--- src/rtl/altufm_osc_pkg.sv ---
// Shared types and default constants for the altufm_osc oscillator block.
package altufm_osc_pkg;

    typedef enum logic [1:0] {
        ST_OFF,
        ST_STARTUP,
        ST_RUN,
        ST_STOP
    } osc_state_e;

    localparam int HALF_PERIOD_DEF   = 4;
    localparam int STARTUP_EDGES_DEF = 4;

endpackage

--- src/rtl/altufm_osc.sv ---
// Glitch-free gated oscillator: divides clk into a 50% duty osc with a
// startup rise count before osc_valid, and a clean stop at the end of a high phase.
module altufm_osc
    import altufm_osc_pkg::*;
#(
    parameter int HALF_PERIOD   = HALF_PERIOD_DEF,
    parameter int STARTUP_EDGES = STARTUP_EDGES_DEF
) (
    input  logic clk,
    input  logic rst,
    input  logic oscena,
    output logic osc,
    output logic osc_rise,
    output logic osc_valid
);

    localparam int PH_W = (HALF_PERIOD > 1) ? $clog2(HALF_PERIOD) : 1;
    localparam int ED_W = (STARTUP_EDGES > 1) ? $clog2(STARTUP_EDGES) : 1;
    localparam logic [PH_W-1:0] PH_LAST = PH_W'(HALF_PERIOD - 1);
    localparam logic [ED_W-1:0] ED_LAST = ED_W'((STARTUP_EDGES > 0) ? STARTUP_EDGES - 1 : 0);

    generate
        if (HALF_PERIOD < 1) begin : g_bad_half_period
            $error("altufm_osc: HALF_PERIOD must be at least 1");
        end
    endgenerate

    osc_state_e      state_q, state_d;
    logic [PH_W-1:0] phase_q, phase_d;
    logic [ED_W-1:0] edges_q, edges_d;
    logic            osc_q, osc_d;
    logic            rise_q, rise_d;
    logic            valid_q, valid_d;

    logic term;
    logic rise_now;

    assign term     = (phase_q == PH_LAST);
    assign rise_now = term && !osc_q;

    always_ff @(posedge clk) begin
        if (rst) begin
            state_q <= ST_OFF;
            phase_q <= '0;
            edges_q <= '0;
            osc_q   <= 1'b0;
            rise_q  <= 1'b0;
            valid_q <= 1'b0;
        end else begin
            state_q <= state_d;
            phase_q <= phase_d;
            edges_q <= edges_d;
            osc_q   <= osc_d;
            rise_q  <= rise_d;
            valid_q <= valid_d;
        end
    end

    always_comb begin
        state_d = state_q;
        unique case (state_q)
            ST_OFF: begin
                if (oscena) state_d = (STARTUP_EDGES == 0) ? ST_RUN : ST_STARTUP;
            end
            ST_STARTUP, ST_RUN: begin
                // A high phase ending on this very edge needs no STOP detour.
                if (!oscena) begin
                    state_d = (osc_q && !term) ? ST_STOP : ST_OFF;
                end else if (state_q == ST_STARTUP && rise_now && edges_q == ED_LAST) begin
                    state_d = ST_RUN;
                end
            end
            ST_STOP: begin
                if (term) state_d = ST_OFF;
            end
            default: state_d = ST_OFF;
        endcase
    end

    always_comb begin
        phase_d = '0;
        edges_d = '0;
        osc_d   = 1'b0;
        rise_d  = 1'b0;
        valid_d = (state_d == ST_RUN);
        if (state_q != ST_OFF && state_d != ST_OFF) begin
            phase_d = term ? '0 : phase_q + 1'b1;
            osc_d   = osc_q ^ term;
            rise_d  = rise_now;
            edges_d = (state_q == ST_STARTUP && state_d == ST_STARTUP && rise_now)
                      ? edges_q + 1'b1 : edges_q;
        end
    end

    assign osc       = osc_q;
    assign osc_rise  = rise_q;
    assign osc_valid = valid_q;

endmodule

--- config.mk ---
export PLATFORM = sky130hd
export DESIGN_NAME = altufm_osc
export DESIGN_NICKNAME = d
export VERILOG_FILES = /design/src/rtl/altufm_osc_pkg.sv /design/src/rtl/altufm_osc.sv
export SDC_FILE = /design/constraint.sdc
export NUM_CORES = 1
export LEC_CHECK = 0
export ABC_AREA = 1
export CORE_MARGIN = 2
export CORE_UTILIZATION = 30
export DETAILED_ROUTE_END_ITERATION = 7
export HOLD_SLACK_MARGIN = 0.02
export PLACE_DENSITY = 0.49
export SYNTH_ARGS = -nofsm -noshare
export SYNTH_HDL_FRONTEND = slang
export SYNTH_SLANG_ARGS = --single-unit
--- constraint.sdc ---
create_clock -name clk -period 1.7 [get_ports clk]
set_input_delay 0.34 -clock clk [delete_from_list [all_inputs] [get_ports clk]]
set_output_delay 0.34 -clock clk [all_outputs]
set_load 0.05 [all_outputs]
==> results.json <==
{
  "insertedDiodeCount": 0,
  "min-delay-path-class": "flip-flop to flip-flop",
  "worst_setup_path_start_kind": "flip-flop",
  "grt_util_met3_pct": 2.264,
  "cp-end-kind": "flip-flop",
  "globalRouteTotalUtil_pct": 11.08,
  "dominantRegCellSynth": "dfxtp_1",
  "synth_edf_count": 0,
  "sequential_cell_area_um2": 182.7,
  "clk_transition_reported_paths_ns": 0.06,
  "data_required_critical_path_ns": 1.85,
  "gr-total-overflow": 0,
  "peakVddDrop_mv": 0.2583,
  "grt_antenna_before_repair": 0,
  "route.detailed.drc": 0,
  "worst-slew-pin-transition_ns": 0.1714,
  "synthDistinctLibCells": 16,
  "max_freq_ghz": 0.6296,
  "power.density_nw_per_um2": 663.7,
  "gr-max-usage-layer": "met1",
  "result_of_the_run": "finished clean",
  "cts_hold_repair.buffers": 0,
  "worst-setup-path-type": "flip-flop to flip-flop",
  "die_height_um": 47.42,
  "setup-tns-final_ns": 0,
  "period_minus_slack_ns": 1.588,
  "synth.yosys.seq_area_share_pct": 31.86,
  "ios": 6,
  "maxSlewHeadroom_pct": 88.57,
  "worstHoldStart": "phase_q[0]",
  "final_slew_violations": 0,
  "clkLatencyLatePin_ns": 0.26,
  "floorplan.core_area_um2": 1745,
  "clk_path_buf_depth": 2,
  "row_count": 15,
  "cp_data_arrival_time_ns": 1.74,
  "root_buffer": "clkbuf_4",
  "route.detailed.wl_per_inst_um": 8.741,
  "drt-pass1-iter-count": 4,
  "timing.critical_path.slowest_stage_cell": "dfxtp_1",
  "grt_pass1_vias": 423,
  "report.power.total_uw": 482.5,
  "finish.instance_area_um2": 726.9,
  "clock_tree_from_tritoncts": "yes",
  "post_synth_inst_count": 74,
  "detail_route.wirelength_um": 979,
  "regToRegStartpoint": "phase_q[1]",
  "detail_route.iter0.violations": 5,
  "worst-path-max-fanout": 4,
  "critical_path.cell_chain": "ha_4, inv_2, ha_1, nor2_1, nor2_2, nand2_1, nand2_1, nand2_1, nand2_2, nand2_2, nand2_4, nand2_4, a21oi_2",
  "die_width_um": 47.42,
  "place_area_um2": 670.6,
  "fillers": 181,
  "hold_viol": 0,
  "cp_slowest_stage_delay_ns": 0.35,
  "path_delay_family": "simple AND/OR/NAND/NOR gates",
  "critPathBufInv": 1,
  "grt_use_met2_pct": 14.05,
  "yosys.area.top_type": "dfxtp_1",
  "async_reset_ff_share_pct": 0,
  "synth-seq-cells": 9,
  "worst_path_most_repeated_cell": "nand2_1",
  "timing.clock.skew_ns": 0.001705,
  "numCtsBuffers": 3,
  "port-buffer-count": 5,
  "grt_first_pass_wirelength_um": 1697,
  "cts.repair_timing.setup_buffer_count": 0,
  "synthesis.nets": 84,
  "clock_tree.htree_level_count": 1,
  "drive_above_1_share_pct": 37.93,
  "startpoint": "phase_q[1]",
  "syn_avg_cell_area_um2": 7.642,
  "area.growth.synth_to_final_pct": 28.54,
  "grt_start_max_net_pins": 6,
  "drt.antenna.violating_nets": 0,
  "total_leakage_power_uw": 0.0003291,
  "cts.sink_count": 9,
  "mappedNetlistArea_um2": 565.5,
  "synth_top_area_share_pct": 31.86,
  "yosys_warnings": 0,
  "initial_utilization_pct": 32.40,
  "setup_viol": 0,
  "grt.met1_usage_pct": 16.06,
  "nets": 98,
  "vias_per_instance": 3.982,
  "die-area_um2": 2249,
  "hpwl_um": 755.1,
  "fin_crit_sh_pct": 93.43,
  "detailroute.via_count": 446,
  "gp_congestion": 0.8137,
  "cap_violations": 0,
  "multi_input_logic_area_um2": 357.8,
  "yosys-top-cells-area": "dfxtp_1 (32%), ha_1 (15%), nand2_1 (8.6%)"
}
-- Yosys cell counts (2+ instances only) --
library cell and count:
nand3_2 3, ha_1 7, o21bai_1 2, dfxtp_1 9
nand3_1 6, nand2_1 13, nand2_4 2, nor2_1 5
nand2_2 3, inv_1 11, inv_2 4, nor2_2 5
-- flip-flops by register name, indices dropped and copies added (netlist names) --
register,flops
osc,1
osc_rise,1
phase_q,2
osc_valid,1
edges_q,2
state_q,2
-- where the power goes --
| group | switching (µW) | internal [µW] | leakage [µW] |
|---|---|---|---|
| registers | 4.18 | 218 | 0.0000738 |
| logic | 57.4 | 36.0 | 0.000240 |
| clock network | 76.7 | 90.6 | 0.0000150 |
| total | 138 | 344 | 0.000329 |
-- cell usage in the layout (no fill, tap or decap), types with 2 or more instances in the layout --
cell type / netlist / routed
inv_1: 11 / 11
ha_1: 7 / 5
clkdlybuf4s50_1: 0 / 2
buf_4: 0 / 7
nor2_2: 5 / 5
ha_4: 0 / 2
clkbuf_4: 0 / 3
dfxtp_2: 0 / 2
dfxtp_1: 9 / 7
inv_2: 4 / 4
nor2_1: 5 / 5
nand2_2: 3 / 3
o21bai_1: 2 / 2
nand2_4: 2 / 2
nand3_1: 6 / 6
nand2_1: 13 / 13
nand3_2: 3 / 3
-- what timing repair did --
item	4_1_cts	5_1_grt
endpoints found under the hold margin	0	0
resized for setup	0	7
setup endpoints to repair	0	6
-- layout make-up --
cell class / instances / area share (%)
Tap cell: 25 / 4.303
Clock buffer: 4 / 3.614
Timing Repair Buffer: 9 / 9.983
Inverter: 15 / 7.745
Multi-Input combinational cell: 50 / 49.23
Sequential cell: 9 / 25.13
-- per-stage QoR --
| stage | utilization [%] | std cells | setup slack, ns | hold WS, ns |
|---|---|---|---|---|
| floorplan | - | 74 | 0.1724 | 0.3962 |
| detailed placement | 38.42 | 108 | 0.006001 | 0.4123 |
| finish | 41.65 | 112 | 0.1117 | 0.4281 |
| global route | 41.65 | 112 | -0.0004305 | 0.4389 |
| CTS | 39.93 | 112 | 0.06998 | 0.4211 |
| global placement | 38.42 | 108 | 0.0009472 | 0.4107 |
-- cells by family after synthesis --
kind of cell	after synthesis	share of synthesized area, %
buffers and inverters	15	9.955
AO/OA/AOI/OAI	6	7.299
adder cells (fa/ha/maj)	7	15.49
flip-flops	9	31.86
AND/OR/NAND/NOR	37	35.40
-- path summary, 6_finish.rpt --
kind	cells past startpoint	endpoint	slack (ns)
worst max-delay path	13	edges_q[1]	0.11
worst min-delay path	1	phase_q[0]	0.43
worst max register to register	13	edges_q[1]	0.11
worst min register to register	1	phase_q[0]	0.43
-- layer usage --
| layer | wire (µm) | vias to the layer above |
|---|---|---|
| met2 | 392 | 7 |
| met1 | 529 | 181 |
| met4 | 24 | 0 |
| met3 | 33 | 2 |
| li1 | - | 256 |
| met5 | 0 | - |
Note: power is estimated with default switching activity, not from simulation.
==> edit 1, RTL diff (config.mk and constraints unchanged) <==
Re-encode `osc_state_e` (4 states) as one-hot, 4 bits wide.
--- a/src/rtl/altufm_osc_pkg.sv
+++ b/src/rtl/altufm_osc_pkg.sv
@@ -1,11 +1,11 @@
 // Shared types and default constants for the altufm_osc oscillator block.
 package altufm_osc_pkg;
 
-    typedef enum logic [1:0] {
-        ST_OFF,
-        ST_STARTUP,
-        ST_RUN,
-        ST_STOP
+    typedef enum logic [3:0] {
+        ST_OFF     = 4'b0001,
+        ST_STARTUP = 4'b0010,
+        ST_RUN     = 4'b0100,
+        ST_STOP    = 4'b1000
     } osc_state_e;
 
     localparam int HALF_PERIOD_DEF   = 4;
Behaviour: same outputs for any inputs over 10 cycles, from zero or initial values and one cycle with rst high; not proved beyond that.
==> edit 1 against the original RTL <==
Count of clock-buffer cells in the layout unchanged; fmax increased by 2.3%; global-route usage increased by 0.62 points; setup slack improved by 0.035 ns; sequential cell count up 2; area after synthesis grew 8.6%; cell area up 0.69%; routed wire length rose by 20%; clock power rose by 3%; total power grew 8.7%; core utilization shrank 4.0 points; critical endpoint is now phase_q[0]; largest power group unchanged.
==> edit 1: results (changes against the original RTL) <==
** Pwr
- The logic gate share of total power was 15.0% (-4.4 points).
- The cell leakage power was 0.3006 nW (-8.7%).
- Worst vdd ir :: 0.0003511 V (+36%)
- The power density over cell area is 716.7 nW/um2 (+8.0%).

** Synth
- The number of distinct library cell variants in the gate-level netlist after synthesis is 18 (+2).
- Proportion of netlist area held by the largest area contributor :: 35.85% (+4.0 points)
- The post-synthesis adder-cell area fraction was 8.147% (-7.3 points).
- Synth Register Bits :: 11 (+2)
- Top cell types by occurrence after synthesis :: 15 x sky130_fd_sc_hd__nand2_1, 11 x sky130_fd_sc_hd__dfxtp_1, 11 x sky130_fd_sc_hd__inv_1, 7 x sky130_fd_sc_hd__nor2_1, 7 x sky130_fd_sc_hd__nor2_2
- Complex-gate fraction of the synthesized area :: 9.572% (+2.3 points)

** STA
- The hold slack is 0.4255 ns (-0.002633 ns).

** Global route
- Global-route total usage across every layer :: 11.70% (+0.62 points)
- Maximum number of pins on one net before global-route repair :: 8 (+2)
- First-pass GRT wire length :: 2180 um (+28%)

** Critical path
- The critical path ends at phase_q[0].
- The stage delay of the slowest cell on the critical path was 0.31 ns (-0.04 ns).
- The register-to-register setup slack is 0.15 ns (+0.04 ns).
- Largest driver fanout on the critical path :: 3 (-1)
- Depth of the most critical reg-to-reg path :: 11 (-2)

** Layout
- The area of the multi-input gates was 341.6 um2 (-4.5%).
- The buffering overhead was 7.863% (-2.1 points).

** Route
- The routed metal-1 wirelength came to 577 um (+9.1%).
- The met3 wirelength from detailed routing is 26 um (-21%).

** Status
- Status :: completed

** Placement
- The detailed-placement wirelength estimate is 910 um (+21%).
edit 1: cell types whose count changed after synthesis, moves of 2 or more:
cell,before,now
sky130_fd_sc_hd__dfxtp_1,9,11
sky130_fd_sc_hd__nand4_1,0,5
sky130_fd_sc_hd__ha_1,7,4
sky130_fd_sc_hd__nand2_1,13,15
sky130_fd_sc_hd__nor2_1,5,7
sky130_fd_sc_hd__o21ai_1,0,2
sky130_fd_sc_hd__nand3_1,6,3
sky130_fd_sc_hd__a211oi_1,0,2
sky130_fd_sc_hd__nor2_2,5,7
sky130_fd_sc_hd__o21bai_1,2,0
edit 1: per-stage QoR:
step,cell area [um2],setup WS (ns),cells
2_1_floorplan,614.3,0.2234,82
4_1_cts,732.0,0.1607,120
5_1_grt,732.0,0.01544,120
3_5_place_dp,705.7,0.1397,116
3_3_place_gp,705.7,0.1568,116
6_report,732.0,0.1469,120
==> edit 2, RTL diff (same settings) <==
Without the edit above. Change the package constant `STARTUP_EDGES_DEF` from 4 to 16.
--- a/src/rtl/altufm_osc_pkg.sv
+++ b/src/rtl/altufm_osc_pkg.sv
@@ -9,7 +9,7 @@
     } osc_state_e;
 
     localparam int HALF_PERIOD_DEF   = 4;
-    localparam int STARTUP_EDGES_DEF = 4;
+    localparam int STARTUP_EDGES_DEF = 16;
 
 endpackage
 
Formal check against the unedited RTL: same outputs for any inputs over 10 cycles, from zero or initial values and one cycle with rst high; that may be too few to reach the edited logic, so the function may still have changed.
==> edit 2 against the original RTL <==
Global-route usage is 0.22 points lower; fmax is 0.37% lower; cell area is 24% higher; setup slack worse by 0.0059 ns; sequential cell count is 2 higher; area after synthesis is 21% higher; cell count is 15% higher; die area is 19% higher; routed wire length is 34% higher; non-clock buffer count is 3 higher; first-iteration DRC count is 60% lower; total power is 19% higher; critical path type unchanged.
==> edit 2: results (changes against the original RTL) <==
** Critical path
- Critical path startpoint :: phase_q[0]
- Depth of the most critical reg-to-reg path :: 11 (-2)
- The biggest fanout along the worst timing path is 6 (+2).
- Register-to-register setup slack :: 0.11 ns
- Worst R2R End :: edges_q[3]
- The arrival time of data at the critical path endpoint is 1.74 ns (about the same).
- Critical-path top delay cell :: sky130_fd_sc_hd__dfxtp_1

** Synth
- Most area-consuming cells after synthesis :: sky130_fd_sc_hd__dfxtp_1 32%, sky130_fd_sc_hd__ha_1 13%, sky130_fd_sc_hd__inv_1 8.8%
- The commonest cells after synthesis are 16 x sky130_fd_sc_hd__inv_1, 11 x sky130_fd_sc_hd__dfxtp_1, 9 x sky130_fd_sc_hd__nor2_1, 8 x sky130_fd_sc_hd__nand2_1, 8 x sky130_fd_sc_hd__nand3_1.
- The number of distinct library cell variants in the gate-level netlist after synthesis is 20 (+4).
- Post-synthesis average cell area :: 8.022 um2 (+5.0%)
- The async set or reset register ratio after synthesis is 0% (unchanged).
- Fraction of the yosys area taken by sequential cells :: 32.29% (+0.44 points)
- Synthesized Nets :: 95 (+13%)

** Placement
- The standard cell area after detailed placement was 813.3 um2 (+21%).
- The number of port buffers is 5 (unchanged).
- The final weighted congestion in routability-driven placement is 0.7106 (-13%).
- The detailed-placement wirelength estimate was 1048 um (+39%).

** Layout
- Non-filler instance count after layout :: 129 (+15%)
- Fraction of layout cells with a size suffix above 1 :: 36.63% (-1.3 points)
- The largest registers in the layout are edges_q (4), phase_q (2), state_q (2).
- Antenna diode count :: 0 (unchanged)
- The number of nets in the layout is 112 (+14%).

** Clocking
- Library cell used as clock root buffer :: sky130_fd_sc_hd__clkbuf_4
- H-tree depth reported by CTS :: 1 (unchanged)
- After clock tree synthesis, the clock-pin slew on the worst setup and hold paths is 0.07 ns.
- Buffers inserted during post-CTS setup optimization :: 0 (unchanged)
- Maximum clock path buffer count :: 2 (unchanged)
- The total clock buffers created by CTS is 3 (unchanged).
- The clock insertion delay at the later pin of the skew report came to 0.26 ns (about the same).

** Route
- The wire length reported by the detailed router was 1308 um (+34%).
- Number of DRC markers after the initial detailed-route iteration :: 2 (-3)
- Ratio of routed vias to standard cells :: 4.380 (+10%)
- Router iterations before antenna repair :: 2 (-2)

** STA
- Setup Skew :: 0.001855 ns (+0.0001504 ns)
- The worst relative slew slack is 77.80% (-11 points).

** Global route
- The maximum number of pins on one net before global-route repair was 7 (+1).
- The number of global-route vias before repair came to 533 (+26%).
- The combined global-route utilization of all metal layers came to 10.86% (-0.22 points).
- Antenna violations before repair :: 0 (unchanged)
- First-pass GRT wire length :: 2194 um (+29%)

** Pwr
- Net switching power of the design :: 0.0001628 W (+18%)
- Worst vdd ir :: 0.0003526 V (+37%)
- The cell leakage power came to 0.3776 nW (+15%).

** Min path
- Worst hold path type :: register to register
- End point of the worst hold path :: phase_q[0]

** Status
- The run finished with clean final reports.
==> edit 2: changes by cell type after synthesis, moves of 3 or more <==
cell and delta:
sky130_fd_sc_hd__nor2_2 -4, sky130_fd_sc_hd__nand2_1 -5, sky130_fd_sc_hd__inv_1 +5, sky130_fd_sc_hd__nor2_1 +4
sky130_fd_sc_hd__inv_2 -3
==> edit 2: logic make-up (layout without fill, tap and decap cells) <==
| family | count (synthesis) | count (layout) | synth area share [%] |
|---|---|---|---|
| AND/OR/NAND/NOR | 36 | 36 | 28.99 |
| adder cells (fa/ha/maj) | 7 | 7 | 12.84 |
| buffers and inverters | 17 | 33 | 9.358 |
| flip-flops | 11 | 11 | 32.29 |
| XOR/XNOR | 2 | 2 | 2.569 |
| AO/OA/AOI/OAI | 12 | 12 | 13.94 |
==> edit 2: repair_timing <==
| action | in CTS | in global routing |
|---|---|---|
| resized for setup | 0 | 15 |
| endpoints found under the hold margin | 0 | 0 |
| endpoints found under the setup margin | 0 | 10 |
==> edit 2: cell type report <==
cell class / count / area, um2
tap: 28 / 35.03
clock buffer: 4 / 26.28
multi-input combinational: 57 / 451.7
inverter: 17 / 63.81
sequential: 11 / 224.0
fill: 247 / 1271
timing repair buffer: 12 / 97.59
==> edit 2: routing by layer <==
metal	vias to the layer above	GRT usage, %	routed length, um
li1	301	-	-
met1	258	13.50	626
met2	4	17.95	648
met3	2	2.011	21
met4	0	5.263	11
met5	-	0	0
==> edit 2: worst max-delay path by stage <==
stage	end	slack, ns	cells after the start
finish	edges_q[3]	0.11	11
floorplan	edges_q[0]	0.14	10
CTS	edges_q[2]	0.06	11
global placement	edges_q[1]	-0.08	9
global route	edges_q[2]	-0.03	10
detailed placement	phase_q[0]	-0.14	7
==> edit 2: power groups by stage <==
stage	clock network [W]	registers (W)	logic, W
final	0.000171	0.000270	0.000135
after global routing	0.000192	0.000271	0.000150
after CTS	0.000180	0.000269	0.000121
after detailed placement	0	0.000275	0.000120
after global placement	0	0.000275	0.000119
after floorplan	0	0.000276	0.0000729
==> edit 2: metrics by stage <==
| stage | setup WS (ns) | hold slack [ns] | total power [W] | utilization [%] | setup TNS [ns] |
|---|---|---|---|---|---|
| global placement | -0.07615 | 0.4071 | 0.0003940 | 37.49 | -0.5535 |
| CTS | 0.05624 | 0.4368 | 0.0005690 | 38.70 | 0 |
| finish | 0.1058 | 0.4453 | 0.0005760 | 41.41 | 0 |
| global route | -0.03117 | 0.4543 | 0.0006134 | 41.41 | -0.07905 |
| floorplan | 0.1369 | 0.3985 | 0.0003492 | - | 0 |
| detailed placement | -0.1417 | 0.4203 | 0.0003949 | 37.49 | -1.038 |
